## src/rtl/ssdm_pkg.sv

```systemverilog
// rtl/ssdm_pkg.sv - shared constants for the seven-segment scan display
// Holds the hex segment table (active-low, {g,f,e,d,c,b,a}), the all-off
// codes for segments and anodes, and the number of scanned digits.
package ssdm_pkg;

  localparam int DIGITS = 4;

  typedef logic [3:0] hex_t;
  typedef logic [6:0] seg_t;

  localparam seg_t SEG_OFF = 7'b1111111;
  localparam logic [3:0] AN_OFF = 4'b1111;

  localparam seg_t SEG_HEX [16] = '{
    7'b1000000,  // 0
    7'b1111001,  // 1
    7'b0100100,  // 2
    7'b0110000,  // 3
    7'b0011001,  // 4
    7'b0010010,  // 5
    7'b0000010,  // 6
    7'b1111000,  // 7
    7'b0000000,  // 8
    7'b0010000,  // 9
    7'b0001000,  // A
    7'b0000011,  // b
    7'b1000110,  // C
    7'b0100001,  // d
    7'b0000110,  // E
    7'b0001110   // F
  };

endpackage

```

## src/rtl/ssd_dec.sv

```systemverilog
// rtl/ssd_dec.sv - combinational hex to seven-segment decoder
// Ports:
//   hex : 4-bit hex digit in
//   seg : 7-bit active-low segment pattern {g,f,e,d,c,b,a}
module ssd_dec
  import ssdm_pkg::*;
(
  input  logic [3:0] hex,
  output logic [6:0] seg
);

  assign seg = SEG_HEX[hex];

endmodule

```

## src/rtl/ssdm_scan.sv

```systemverilog
// rtl/ssdm_scan.sv - four-digit multiplexed seven-segment display scanner
// Ports:
//   ssdm_clk : clock
//   ssdm_rst : synchronous active-high reset
//   ssdm_d   : hex value pushed into the history on ssdm_ld
//   ssdm_ld  : one-cycle push strobe (held high = one push per cycle)
//   ssdm_lzb : leading-zero blanking enable
//   ssdm_seg : registered segments, active-low {g,f,e,d,c,b,a}
//   ssdm_dp  : registered decimal point, active-low (lit on digit 0)
//   ssdm_an  : registered anodes, active-low, one-hot-low when driven
module ssdm_scan
  import ssdm_pkg::*;
#(
  parameter int REFRESH_DIV = 100000,
  parameter int BLANK_CYC   = 1000
) (
  input  logic       ssdm_clk,
  input  logic       ssdm_rst,
  input  logic [3:0] ssdm_d,
  input  logic       ssdm_ld,
  input  logic       ssdm_lzb,
  output logic [6:0] ssdm_seg,
  output logic       ssdm_dp,
  output logic [3:0] ssdm_an
);

  localparam int CW = (REFRESH_DIV > 1) ? $clog2(REFRESH_DIV) : 1;
  localparam logic [CW-1:0] CNT_LAST  = CW'(REFRESH_DIV - 1);
  localparam logic [CW-1:0] CNT_BLANK = CW'(BLANK_CYC);

  logic [CW-1:0]     cnt;
  logic [1:0]        idx;
  logic [3:0]        hist [DIGITS];
  logic [DIGITS-1:0] vld;

  logic              wrap;
  logic              in_blank;
  logic [3:0]        cur_hex;
  logic              cur_vld;
  logic [6:0]        dec_seg;
  logic [DIGITS-1:0] lz_mask;
  logic              zero_above;
  logic [6:0]        seg_n;
  logic [3:0]        an_n;
  logic              dp_n;

  assign wrap     = (cnt == CNT_LAST);
  assign in_blank = (cnt < CNT_BLANK);
  assign cur_hex  = hist[idx];
  assign cur_vld  = vld[idx];

  ssd_dec u_dec (
    .hex (cur_hex),
    .seg (dec_seg)
  );

  // Walk from the most significant digit down: a digit is a leading zero
  // when it is zero and every valid digit above it is zero too. Invalid
  // digits above do not stop the run since they display nothing anyway.
  always_comb begin
    lz_mask    = '0;
    zero_above = 1'b1;
    for (int k = DIGITS - 1; k >= 1; k--) begin
      lz_mask[k] = ssdm_lzb && (hist[k] == 4'd0) && zero_above;
      zero_above = zero_above && (!vld[k] || (hist[k] == 4'd0));
    end
  end

  // Next pin values from the current counter/history state; registered
  // below so all three pin groups move on the same edge.
  always_comb begin
    seg_n = SEG_OFF;
    an_n  = AN_OFF;
    dp_n  = 1'b1;
    if (!in_blank) begin
      an_n = ~(4'b0001 << idx);
      if (cur_vld && !lz_mask[idx]) begin
        seg_n = dec_seg;
      end
      dp_n = !((idx == 2'd0) && vld[0]);
    end
  end

  always_ff @(posedge ssdm_clk) begin
    if (ssdm_rst) begin
      cnt      <= '0;
      idx      <= 2'd0;
      vld      <= '0;
      for (int i = 0; i < DIGITS; i++) begin
        hist[i] <= 4'd0;
      end
      ssdm_seg <= SEG_OFF;
      ssdm_an  <= AN_OFF;
      ssdm_dp  <= 1'b1;
    end else begin
      if (wrap) begin
        cnt <= '0;
        idx <= idx + 2'd1;
      end else begin
        cnt <= cnt + CW'(1);
      end

      // A push on the wrap cycle lands together with the index change, so
      // the newly selected digit is decoded from the shifted history.
      if (ssdm_ld) begin
        for (int i = DIGITS - 1; i >= 1; i--) begin
          hist[i] <= hist[i-1];
        end
        hist[0] <= ssdm_d;
        vld     <= {vld[DIGITS-2:0], 1'b1};
      end

      ssdm_seg <= seg_n;
      ssdm_an  <= an_n;
      ssdm_dp  <= dp_n;
    end
  end

endmodule

```

## config.mk

```make
export PLATFORM = sky130hd
export DESIGN_NAME = ssdm_scan
export DESIGN_NICKNAME = d
export VERILOG_FILES = /design/src/rtl/ssdm_pkg.sv /design/src/rtl/ssd_dec.sv /design/src/rtl/ssdm_scan.sv
export SDC_FILE = /design/constraint.sdc
export NUM_CORES = 1
export LEC_CHECK = 0
export CAP_MARGIN = 20
export CORE_UTILIZATION = 51
export CTS_CLUSTER_SIZE = 16
export DETAILED_ROUTE_END_ITERATION = 8
export MAX_ROUTING_LAYER = met4
export PLACE_DENSITY = 0.73
export SLEW_MARGIN = 40
export SYNTH_ARGS = -nofsm -noshare
export SYNTH_HDL_FRONTEND = slang
export SYNTH_SLANG_ARGS = --single-unit
```

## constraint.sdc

```tcl
create_clock -name ssdm_clk -period 1.8 [get_ports ssdm_clk]
set_clock_uncertainty 0.05 [all_clocks]
set_input_delay 0.18 -clock ssdm_clk [delete_from_list [all_inputs] [get_ports ssdm_clk]]
set_output_delay 0.18 -clock ssdm_clk [all_outputs]
set_load 0.1 [all_outputs]
```

==> key figures <==
Setup path
  – Worst endpoint required time: 1920 ps
  – Critical-path cell list: mux4_2, ha_2, or3b_1, o221ai_1, nand3_1
  – Setup crit end kind: flip-flop
  – Data arrival, critical path: 2010 ps
  – Buf/Inv on CP: 0
  – Worst-path maximum fanout: 5
  – Worst flop-to-flop path startpoint: hist[0][0]
  – Crit Path Class: flip-flop to flip-flop
  – Startpoint Class: flip-flop
  – Max incr delay on CP: 540 ps
  – Slowest library cell on the worst path: mux4_2
  – Largest delay share family, worst path: multiplexers
  – Launch point of the worst path: hist[0][0]

Routing
  – Post-route ant nets: 0
  – 1st-iter DRT viols: 119
  – Via count: 1,754
  – Final WL: 4.284 mm
  – Wire per inst: 13.47 um
  – Vias per cell: 5.516
  – Remaining DRCs: 3
  – First-pass DRT Iterations: 7

Global routing
  – Initial antenna violation count: 0
  – Total congestion overflow: 0
  – Largest net degree at the start of global routing: 17
  – First-pass GRT wire length: 7.245 mm
  – Vias in the first global route: 1,571
  – Total GRT Usage: 18.99%

Finish
  – Utilization after layout: 64.79%
  – Layout area overhead: 18.52%
  – Share of cells above drive strength 1: 21.43%
  – Final Non-Filler Cells: 318
  – Post-route cell area: 2899 sq um
  – # diodes: 0
  – Fill count: 351
  – Layout Nets: 284

Synth
  – Synthesized area per cell: 10.92 sq um
  – Yosys reg bits: 53
  – Post-synth top flop: dfxtp_1
  – Mapped Nets: 243
  – Synth warn: 0
  – Top cells by area, synth: dfxtp_1 30%, edfxtp_1 20%, ha_1 5.6%, xor2_1 4.7%, and2_1 4.3%
  – Post-synthesis sequential area ratio: 49.92%
  – Number of flops mapped to enable cells by yosys: 16
  – Mapped Cells: 224
  – Post-synth ARST share: 0%
  – Synthesized area: 2446 sq um
  – Dominant cell type by area after synthesis: dfxtp_1
  – Synth top area share: 30.28%
  – Synth cell types: 45

Die
  – DIE WIDTH: 71.26 um
  – Die area: 5077 sq um
  – Die Ht: 71.26 um
  – Cell row count: 24
  – Ports: 20
  – Initial Utilization: 54.67%
  – Core area: 4474 sq um

STA
  – Max-slew headroom: 50.99%
  – Tightest Pin Transition: 733.7 ps
  – Fmax: 0.5306 GHz
  – Final hold vios: 0
  – Setup Viol. Count Final: 5
  – Setup_tns: -289.6 ps
  – Fin crit period: 1884 ps
  – PnR worst setup slack: -84.48 ps
  – Final slew viol count: 0
  – Part of the cycle the worst path needs: 104.7%
  – Unrepaired setup endpoints after global routing: yes

Job
  – Maxcap violations: 0

Pwr
  – NetSw: 0.4730 mW
  – Part of the power in the clock network: 29.7%
  – Sw Ratio: 22.28%
  – Max IR drop VDD: 0.4664 mV
  – Tot Pwr: 2.123 mW
  – Pwr dens: 732.3 nW/um^2
  – Pint: 1.650 mW
  – Leak: 1.124 nW
  – Seq pwr share: 60.6%
  – Combinational share of power: 9.7%

Hold path
  – Hold_sp: vld[0]
  – HP Class: flip-flop to flip-flop

Placed design
  – Area after DPL: 2809 sq um
  – IO buf count: 19
  – DP Wirelength: 3.094 mm
  – Inst Count DP: 309
  – RD Place Congestion: 0.7959

CTS
  – CTS buffer count: 5
  – Worst-path clk slew: 90 ps
  – Hold-fix buffers at CTS: 0
  – Clock buffer depth: 2
  – Clock latency on the worst-skew pair: 300 ps
  – CTS tree: yes
  – Number of H-tree levels: 2
  – # clock sinks: 53
  – Clock root buffer: clkbuf_8

Run status
  – Outcome: finished, violations left
  – Failing checks: DRC, setup timing
==> worst register-to-register path: cells and delay by family, from the launching register on <==
family                   cells  cell delay, ps
multiplexers                 1             540
AND/OR/NAND/NOR              2             460
flip-flops                   1             420
adder cells (fa/ha/maj)      1             220
AO/OA/AOI/OAI                1              80
==> per-layer routing <==
metal  global-route usage, %  vias to the layer above  part of all wire (%)
li1                        -                      879                     -
met1                   26.12                      833                    51
met2                   27.72                       35                    44
met3                   3.797                        7                   4.0
met4                   7.333                        0                   1.6
met5                       -                        -                     0
==> final timing paths <==
check	endpoint	slack, ps	cells past startpoint
worst min register to register	ssdm_dp	400	1
worst max register to register	ssdm_seg[0]	-80	5
worst min-delay path	ssdm_dp	400	1
worst max-delay path	ssdm_seg[0]	-80	5
==> cell usage after synthesis, drive strengths merged (2+ instances only) <==
cell type / n
ha: 11
xor2: 13
buf: 5
clkbuf: 5
or2: 2
nand2: 11
nor2: 21
and4: 4
mux2: 2
nor4: 4
and2: 17
mux2i: 4
nand4: 8
or3: 4
nor3: 2
edfxtp: 16
nand3: 11
nand2b: 2
mux4: 5
o211ai: 3
a21oi: 9
o21ai: 4
dfxtp: 37
inv: 8
==> through the flow <==
stage          setup WS [ps]  hold WS, ps
2_1_floorplan         -23.15        251.3
3_3_place_gp          -46.57        373.2
3_5_place_dp          -80.91        376.4
4_1_cts               -92.49        395.7
5_1_grt               -176.0        426.5
6_report              -84.48        401.2
==> flip-flops by register name, indices dropped and copies added, names as in the netlist, named ones only <==
register	count
cnt	17
hist	16
ssdm_seg	7
ssdm_an	4
vld	4
idx	2
ssdm_dp	1
==> cell usage in the layout, fill, tap and decap left out, types with 5 or more instances in the layout <==
master / instances
nand3_1: 11
clkdlybuf4s50_1: 7
xor2_1: 13
inv_1: 7
mux4_2: 5
ha_1: 9
nand4_1: 8
dfxtp_1: 36
a21oi_1: 9
nand2_1: 11
nor2_1: 21
and2_1: 17
buf_4: 36
clkbuf_8: 5
edfxtp_1: 16
==> kinds of logic after synthesis <==
| logic type | after synthesis | share of synthesized area [%] |
|---|---|---|
| simple gates | 91 | 20.67 |
| flops | 53 | 49.92 |
| compound gates | 26 | 7.776 |
| buf+inv | 18 | 3.529 |
| xor+xnor | 14 | 5.013 |
| mux | 11 | 7.468 |
| fa+ha+maj | 11 | 5.627 |
==> power by group through the flow <==
stage | combinational [mW] | clock [mW] | sequential [mW]
3_5_place_dp | 0.205 | 0 | 1.31
3_3_place_gp | 0.203 | 0 | 1.31
4_1_cts | 0.207 | 0.654 | 1.29
5_1_grt | 0.229 | 0.693 | 1.29
6_report | 0.206 | 0.631 | 1.29
2_1_floorplan | 0.127 | 0 | 1.31
==> repair_timing <==
action / in CTS / in global routing
endpoints found under the setup margin: 7 / 11
buffers inserted: 0 / 1
pin swaps: 0 / 2
resized for setup: 0 / 2
==> final cells by class <==
type | count | area [sq um] | area share, %
Clock buffer | 8 | 80.08 | 2.762
Inverter | 8 | 30.03 | 1.036
Multi-Input combinational cell | 153 | 1139 | 39.27
Sequential cell | 53 | 1225 | 42.25
Tap cell | 52 | 65.06 | 2.244
Timing Repair Buffer | 44 | 360.3 | 12.43
Note: power is estimated with default switching activity, not from simulation.
